==> src/rtl/flp_unpack_reg_if.sv <==
// Bus bundle for the FP field unpacker: packed word in, decoded fields and flags out.
interface flp_unpack_reg_if #(
  parameter int unsigned EWIDTH = 8,
  parameter int unsigned SWIDTH = 23
);
  localparam int unsigned W = 1 + EWIDTH + SWIDTH;

  logic              i_valid;
  logic [W-1:0]      i_fpd;
  logic              o_valid;
  logic              o_sn;
  logic [EWIDTH-1:0] o_ex;
  logic [SWIDTH:0]   o_sg;
  logic              o_zero;
  logic              o_nan;
  logic              o_inf;

  // Producer side: drives the packed word, observes decoded results.
  modport master (
    output i_valid, i_fpd,
    input  o_valid, o_sn, o_ex, o_sg, o_zero, o_nan, o_inf
  );

  // Unpacker side.
  modport slave (
    input  i_valid, i_fpd,
    output o_valid, o_sn, o_ex, o_sg, o_zero, o_nan, o_inf
  );
endinterface

==> src/rtl/flp_unpack_reg.sv <==
// Registered IEEE-754-style field unpacker: sign, biased exponent, significand
// with hidden bit restored, plus zero/NaN/infinity flags. One cycle latency.
// Optional macro FLP_UNPACK_DENORM_EN keeps denormals (effective exponent 1,
// hidden bit 0) instead of flushing them to zero.
module flp_unpack_reg #(
  parameter int unsigned EWIDTH = 8,
  parameter int unsigned SWIDTH = 23
) (
  input logic             clk,
  input logic             rst,
  flp_unpack_reg_if.slave bus
);
  localparam int unsigned W = 1 + EWIDTH + SWIDTH;

  logic [EWIDTH-1:0] e_c;
  logic [SWIDTH-1:0] f_c;
  logic              e_max_c;
  logic              f_nz_c;
  logic [EWIDTH-1:0] ex_c;
  logic [SWIDTH:0]   sg_c;
  logic              zero_c;
  logic              nan_c;
  logic              inf_c;

  // Field decode of the incoming word.
  always_comb begin
    e_c     = bus.i_fpd[W-2:SWIDTH];
    f_c     = bus.i_fpd[SWIDTH-1:0];
    e_max_c = &e_c;
    f_nz_c  = |f_c;
    ex_c    = e_c;
    sg_c    = {1'b1, f_c};
    zero_c  = 1'b0;
    nan_c   = e_max_c & f_nz_c;
    inf_c   = e_max_c & ~f_nz_c;
    if (e_c == '0) begin
`ifdef FLP_UNPACK_DENORM_EN
      if (f_nz_c) begin
        ex_c = EWIDTH'(1);
        sg_c = {1'b0, f_c};
      end else begin
        ex_c   = '0;
        sg_c   = '0;
        zero_c = 1'b1;
      end
`else
      ex_c   = '0;
      sg_c   = '0;
      zero_c = 1'b1;
`endif
    end
  end

  // Output registers: valid tracks input every cycle, data loads only on valid.
  always_ff @(posedge clk) begin
    if (rst) begin
      bus.o_valid <= 1'b0;
      bus.o_sn    <= 1'b0;
      bus.o_ex    <= '0;
      bus.o_sg    <= '0;
      bus.o_zero  <= 1'b0;
      bus.o_nan   <= 1'b0;
      bus.o_inf   <= 1'b0;
    end else begin
      bus.o_valid <= bus.i_valid;
      if (bus.i_valid) begin
        bus.o_sn   <= bus.i_fpd[W-1];
        bus.o_ex   <= ex_c;
        bus.o_sg   <= sg_c;
        bus.o_zero <= zero_c;
        bus.o_nan  <= nan_c;
        bus.o_inf  <= inf_c;
      end
    end
  end
endmodule

==> src/flat_wrapper.sv <==
// flat-port wrapper written by rule: the top's interface ports become plain ports
module flp_unpack_reg_flat 
#(
  parameter int unsigned EWIDTH = 8,
  parameter int unsigned SWIDTH = 23
)
  (clk, rst, bus_i_valid, bus_i_fpd, bus_o_valid, bus_o_sn, bus_o_ex, bus_o_sg, bus_o_zero, bus_o_nan, bus_o_inf);
  flp_unpack_reg_if #(.EWIDTH(EWIDTH), .SWIDTH(SWIDTH)) bus_i ();
  input logic clk;
  input logic rst;
  input wire logic [$bits(bus_i.i_valid)-1:0] bus_i_valid;
  input wire logic [$bits(bus_i.i_fpd)-1:0] bus_i_fpd;
  output wire logic [$bits(bus_i.o_valid)-1:0] bus_o_valid;
  output wire logic [$bits(bus_i.o_sn)-1:0] bus_o_sn;
  output wire logic [$bits(bus_i.o_ex)-1:0] bus_o_ex;
  output wire logic [$bits(bus_i.o_sg)-1:0] bus_o_sg;
  output wire logic [$bits(bus_i.o_zero)-1:0] bus_o_zero;
  output wire logic [$bits(bus_i.o_nan)-1:0] bus_o_nan;
  output wire logic [$bits(bus_i.o_inf)-1:0] bus_o_inf;
  assign bus_i.i_valid = bus_i_valid;
  assign bus_i.i_fpd = bus_i_fpd;
  assign bus_o_valid = bus_i.o_valid;
  assign bus_o_sn = bus_i.o_sn;
  assign bus_o_ex = bus_i.o_ex;
  assign bus_o_sg = bus_i.o_sg;
  assign bus_o_zero = bus_i.o_zero;
  assign bus_o_nan = bus_i.o_nan;
  assign bus_o_inf = bus_i.o_inf;
  flp_unpack_reg #(.EWIDTH(EWIDTH), .SWIDTH(SWIDTH)) u_core (.clk(clk), .rst(rst), .bus(bus_i));
endmodule
==> config.mk <==
export PLATFORM = sky130hd
export DESIGN_NAME = flp_unpack_reg_flat
export DESIGN_NICKNAME = d
export VERILOG_FILES = /design/src/rtl/flp_unpack_reg_if.sv /design/src/rtl/flp_unpack_reg.sv /design/src/flat_wrapper.sv
export SDC_FILE = /design/constraint.sdc
export NUM_CORES = 1
export LEC_CHECK = 0
export ABC_AREA = 1
export CAP_MARGIN = 10
export CORE_ASPECT_RATIO = 1.4
export CORE_UTILIZATION = 40
export CTS_BUF_LIST = sky130_fd_sc_hd__clkbuf_4
export CTS_CLUSTER_DIAMETER = 40
export DETAILED_ROUTE_END_ITERATION = 8
export PLACE_DENSITY = 0.8
export SETUP_SLACK_MARGIN = 0.15
export SYNTH_ARGS = -nofsm -noshare
export SYNTH_HDL_FRONTEND = slang
export SYNTH_SLANG_ARGS = --single-unit
==> constraint.sdc <==
create_clock -name clk -period 1.1 [get_ports clk]
set_input_delay 0.22 -clock clk [delete_from_list [all_inputs] [get_ports clk]]
set_output_delay 0.22 -clock clk [all_outputs]
set_load 0.1 [all_outputs]
# Word-level counts from Yosys, hierarchy flattened
# Index checks and enable logic that the tools add are counted.
# word_totals
regBits,37
inputBits,35
output_inout_bits,37
elab_cells,16
# op_classes
muxes,3
bitwise_logic,3
reduce_logical,3
# ops
operator,n
$mux 24,1
$reduce_or 23->1,1
$logic_not 8->1,1
$mux 8,1
$reduce_and 8->1,1
$and 1x1->1,2
$mux 1,1
$not 1->1,1

# Logic depth before layout (Yosys ltp)
# logic_depth
word_depth,3
mapped_depth,7
depth_no_buf,6

# Worst setup path after synthesis
# Ideal clock, no wire load.
# synth_path
path_type,register -> register
from,"reg, netlist name u_core.bus.o_sg[0]"
to,reg u_core.bus.o_sg[0]
setup_ps,67
t_arrival_ps,1226
path_slack_ps,-193
stages_incl_launch_ff,3
n_path_buf,0
period_less_slack_ps,1293
cell_sequence,dfxtp_1 -> nand2_1 -> a21oi_2
# synth_rtl
item,line_no,rtl
end signal: assignment,flp_unpack_reg.sv:69,bus.o_sg <= sg_c;
end: declaration,flp_unpack_reg_if.sv:27,"output o_valid, o_sn, o_ex, o_sg, o_zero, o_nan, o_inf"

# Final worst setup path
# layout_path
from,reg u_core.bus.o_nan
to,out bus_o_nan
# layout_rtl
item,line_no,rtl
start: declaration,flp_unpack_reg_if.sv:27,
start signal: assignment,flp_unpack_reg.sv:71,bus.o_nan <= nan_c;
end: declaration,flat_wrapper.sv:18,output wire logic [$bits(bus_i.o_nan)-1:0] bus_o_nan;
# No word-level cell between the ends.

==> impl_metrics.tcl <==
set metrics [dict create \
    outcome "complete, but fails checks" \
    violations "setup timing" \
    antenna_cells 0 \
    coreArea_mm2 0.00344 \
    synth_top_family_by_area "simple AND/OR/NAND/NOR gates" \
    die_w_um 53.2 \
    grt_pass1_vias 1747 \
    rsz0062_at_grt "true" \
    crit_chain "buf_12" \
    rr_endpoint "u_core.bus.o_sg[13]" \
    synth_cell_types 15 \
    clk_latency_ns 0.36 \
    tightest_slew_ns 0.220 \
    path_max_fanout 2 \
    powerDensity_mw_per_mm2 1140 \
    critical_path_buf_inv_count 1 \
    die_y_um 73.6 \
    worstReg2RegStart "u_core.bus.o_sg[13]" \
    ant_nets 0 \
    yosys.area_share.simple 0.276 \
    cp_slowest_cell "dfxtp_2" \
    htreeDepth 2 \
    holdBufCountCts 0 \
    total_power_mw 3.58 \
    layout-drive-gt1-share 0.563 \
    relSlewSlack 0.853 \
    syn_nets 226 \
    place_congestion 0.810 \
    dp_hpwl_um 3450 \
    io_buffers 71 \
    final_common_cell "nand2_1" \
    nets 338 \
    initialDrtViolationCount 40 \
    period_needed_ns 1.15 \
    seq_area_frac_synth 0.506 \
    finalSetupViolCount 36 \
    cp.depth 1 \
    synth_largest_area_cell "dfxtp_1" \
    syn_area_mm2 0.00147 \
    most-common-layout-cells "nand2_1 (53), buf_12 (39), buf_4 (36)" \
    grt_max_degree 30 \
    num_io_pins 72 \
    cts_tree "yes" \
    synth_seq_cells 37 \
    required_ns 0.88 \
    holdPathStages 3 \
    drt_wl_total_um 5790 \
    clkTransAtPathRegs_ns 0.10 \
    clockBufferDepth 2 \
    hp-class "primary input to register" \
    cp.arrival_ns 0.93 \
    worstHoldStart "bus_i_fpd[19]" \
    nFillCells 139 \
    dieArea_mm2 0.00391 \
    track_usage 0.299 \
    synth_compound_area_frac 0.162 \
    first_pass_iters 4 \
    maxCapViolations 0 \
    num_rows 25 \
    yosysWarnings 0 \
    crit_family "flip-flops" \
    synthAdderAreaFrac 0 \
    grt-ovfl-total 0 \
    crit_path_end_kind "output pin" \
    grt_first_pass_wirelength_um 8150 \
    synthDominantCellAreaShare 0.506 \
    critPathLaunchType "register" \
    final.period_utilization 1.05 \
    ir_worst_vdd_mv 1.19 \
    slew_violations 0 \
    syn_inst 191 \
    antenna_found_initial 0 \
    p_leak_nw 1.46 \
    critical_path_class "register to output pin" \
    synth_xor_area_frac 0 \
    drc 0 \
    vias 1784 \
    reg2reg_slack_ns 0.30 \
    initial_core_util 0.426 \
    hold_end "u_core.bus.o_sg[19]" \
    numCtsBuffers 5 \
    postSynthAreaPerCell_um2 7.67 \
    hold_viol_final 0 \
    place_ws_ns -0.450 \
    cts_num_sinks 37 \
    timing.final.ws_setup_ns -0.0497 \
    syn_to_final_growth_pct 114 \
    synth.area.top_cells "dfxtp_1 (51%), nand2_1 (14%), a21oi_1 (7.5%), nor2_1 (7.2%), a21oi_2 (6.0%)" \
    detail_route.vias_per_cell 5.19 \
    post_drt_wl_per_cell_um 16.8 \
    critPathMaxStageDelay_ns 0.39 \
    root_buffer "clkbuf_4" \
    fmax_ghz 0.870 \
    finClkSkew_ns 0 \
    muxShareOfSynthArea 0 \
    r2r_cells 3 \
]
==> cell usage after synthesis <==
master / number
nand2_2: 10
nor2_4: 1
clkbuf_1: 4
inv_2: 1
nand2_1: 53
dfxtp_1: 37
inv_1: 7
a21oi_2: 10
nor2_1: 28
buf_2: 3
buf_6: 2
a21oi_1: 22
o21ai_0: 8
nand3_1: 4
nand4_1: 1
==> final cells by class <==
class                   count  area (µm²)  area share
flip-flops and latches     37         822       0.263
well taps                  40        50.0      0.0160
repair buffers            114        1480       0.473
multi-input cells         137         691       0.221
inverters                   8        30.0     0.00960
clock buffers               7        52.6      0.0168
clock inverters             1        3.75     0.00120
==> how the worst max path moves through the flow <==
| stage | start | to | slack, ns |
|---|---|---|---|
| after floorplan | u_core.bus.o_sg[0] | u_core.bus.o_sg[0] | 0.13 |
| after detailed placement | bus_i_fpd[23] | u_core.bus.o_sg[13] | -0.45 |
| after CTS | u_core.bus.o_sg[2] | bus_o_sg[2] | -0.04 |
| after global placement | bus_i_fpd[30] | u_core.bus.o_sg[23] | -0.39 |
| final | u_core.bus.o_nan | bus_o_nan | -0.05 |
| after global routing | u_core.bus.o_nan | bus_o_nan | -0.07 |
==> power by group <==
part / switching [mW] / internal (mW)
logic: 0.804 / 0.543
clock network: 0.444 / 0.295
registers: 0.0825 / 1.41
==> state kept, by name, indices dropped and copies added (netlist names) <==
register / count
u_core.bus.o_ex: 8
u_core.bus.o_inf: 1
u_core.bus.o_nan: 1
u_core.bus.o_sg: 24
u_core.bus.o_sn: 1
u_core.bus.o_valid: 1
u_core.bus.o_zero: 1
==> cell families (layout without fill, tap and decap cells) <==
kind of cell | after synthesis | after routing
compound gates | 40 | 40
simple gates | 97 | 97
buf+inv | 17 | 130
flops | 37 | 37
==> metal layers <==
layer | share of wire | up-vias | GRT usage | wire, µm
met2 | 0.56 | 64 | 0.537 | 3260
li1 | - | 832 | - | -
met3 | 0.048 | 22 | 0.0663 | 281
met5 | 0 | - | 0 | 0
met4 | 0.037 | 0 | 0.164 | 216
met1 | 0.35 | 866 | 0.311 | 2040
==> timing repair <==
action,CTS,global route
pin swaps,10,22
gates resized for setup,39,30
gates cloned,2,0
setup endpoints to repair,64,56
setup buffers,9,4
==> metrics by stage <==
step           utilization  instances  hold WS [ns]  instance area (µm²)  TNS (ns)
5_1_grt              0.909        344         0.178                 3130     -1.58
4_1_cts              0.891        340         0.160                 3070    -0.855
3_5_place_dp         0.840        321         0.476                 2890    -12.20
2_1_floorplan            -        191         0.347                 1580         0
6_report             0.909        344         0.168                 3130    -0.906
3_3_place_gp         0.840        321         0.469                 2890    -10.90
No activity file was read; power rests on OpenSTA's default activity.
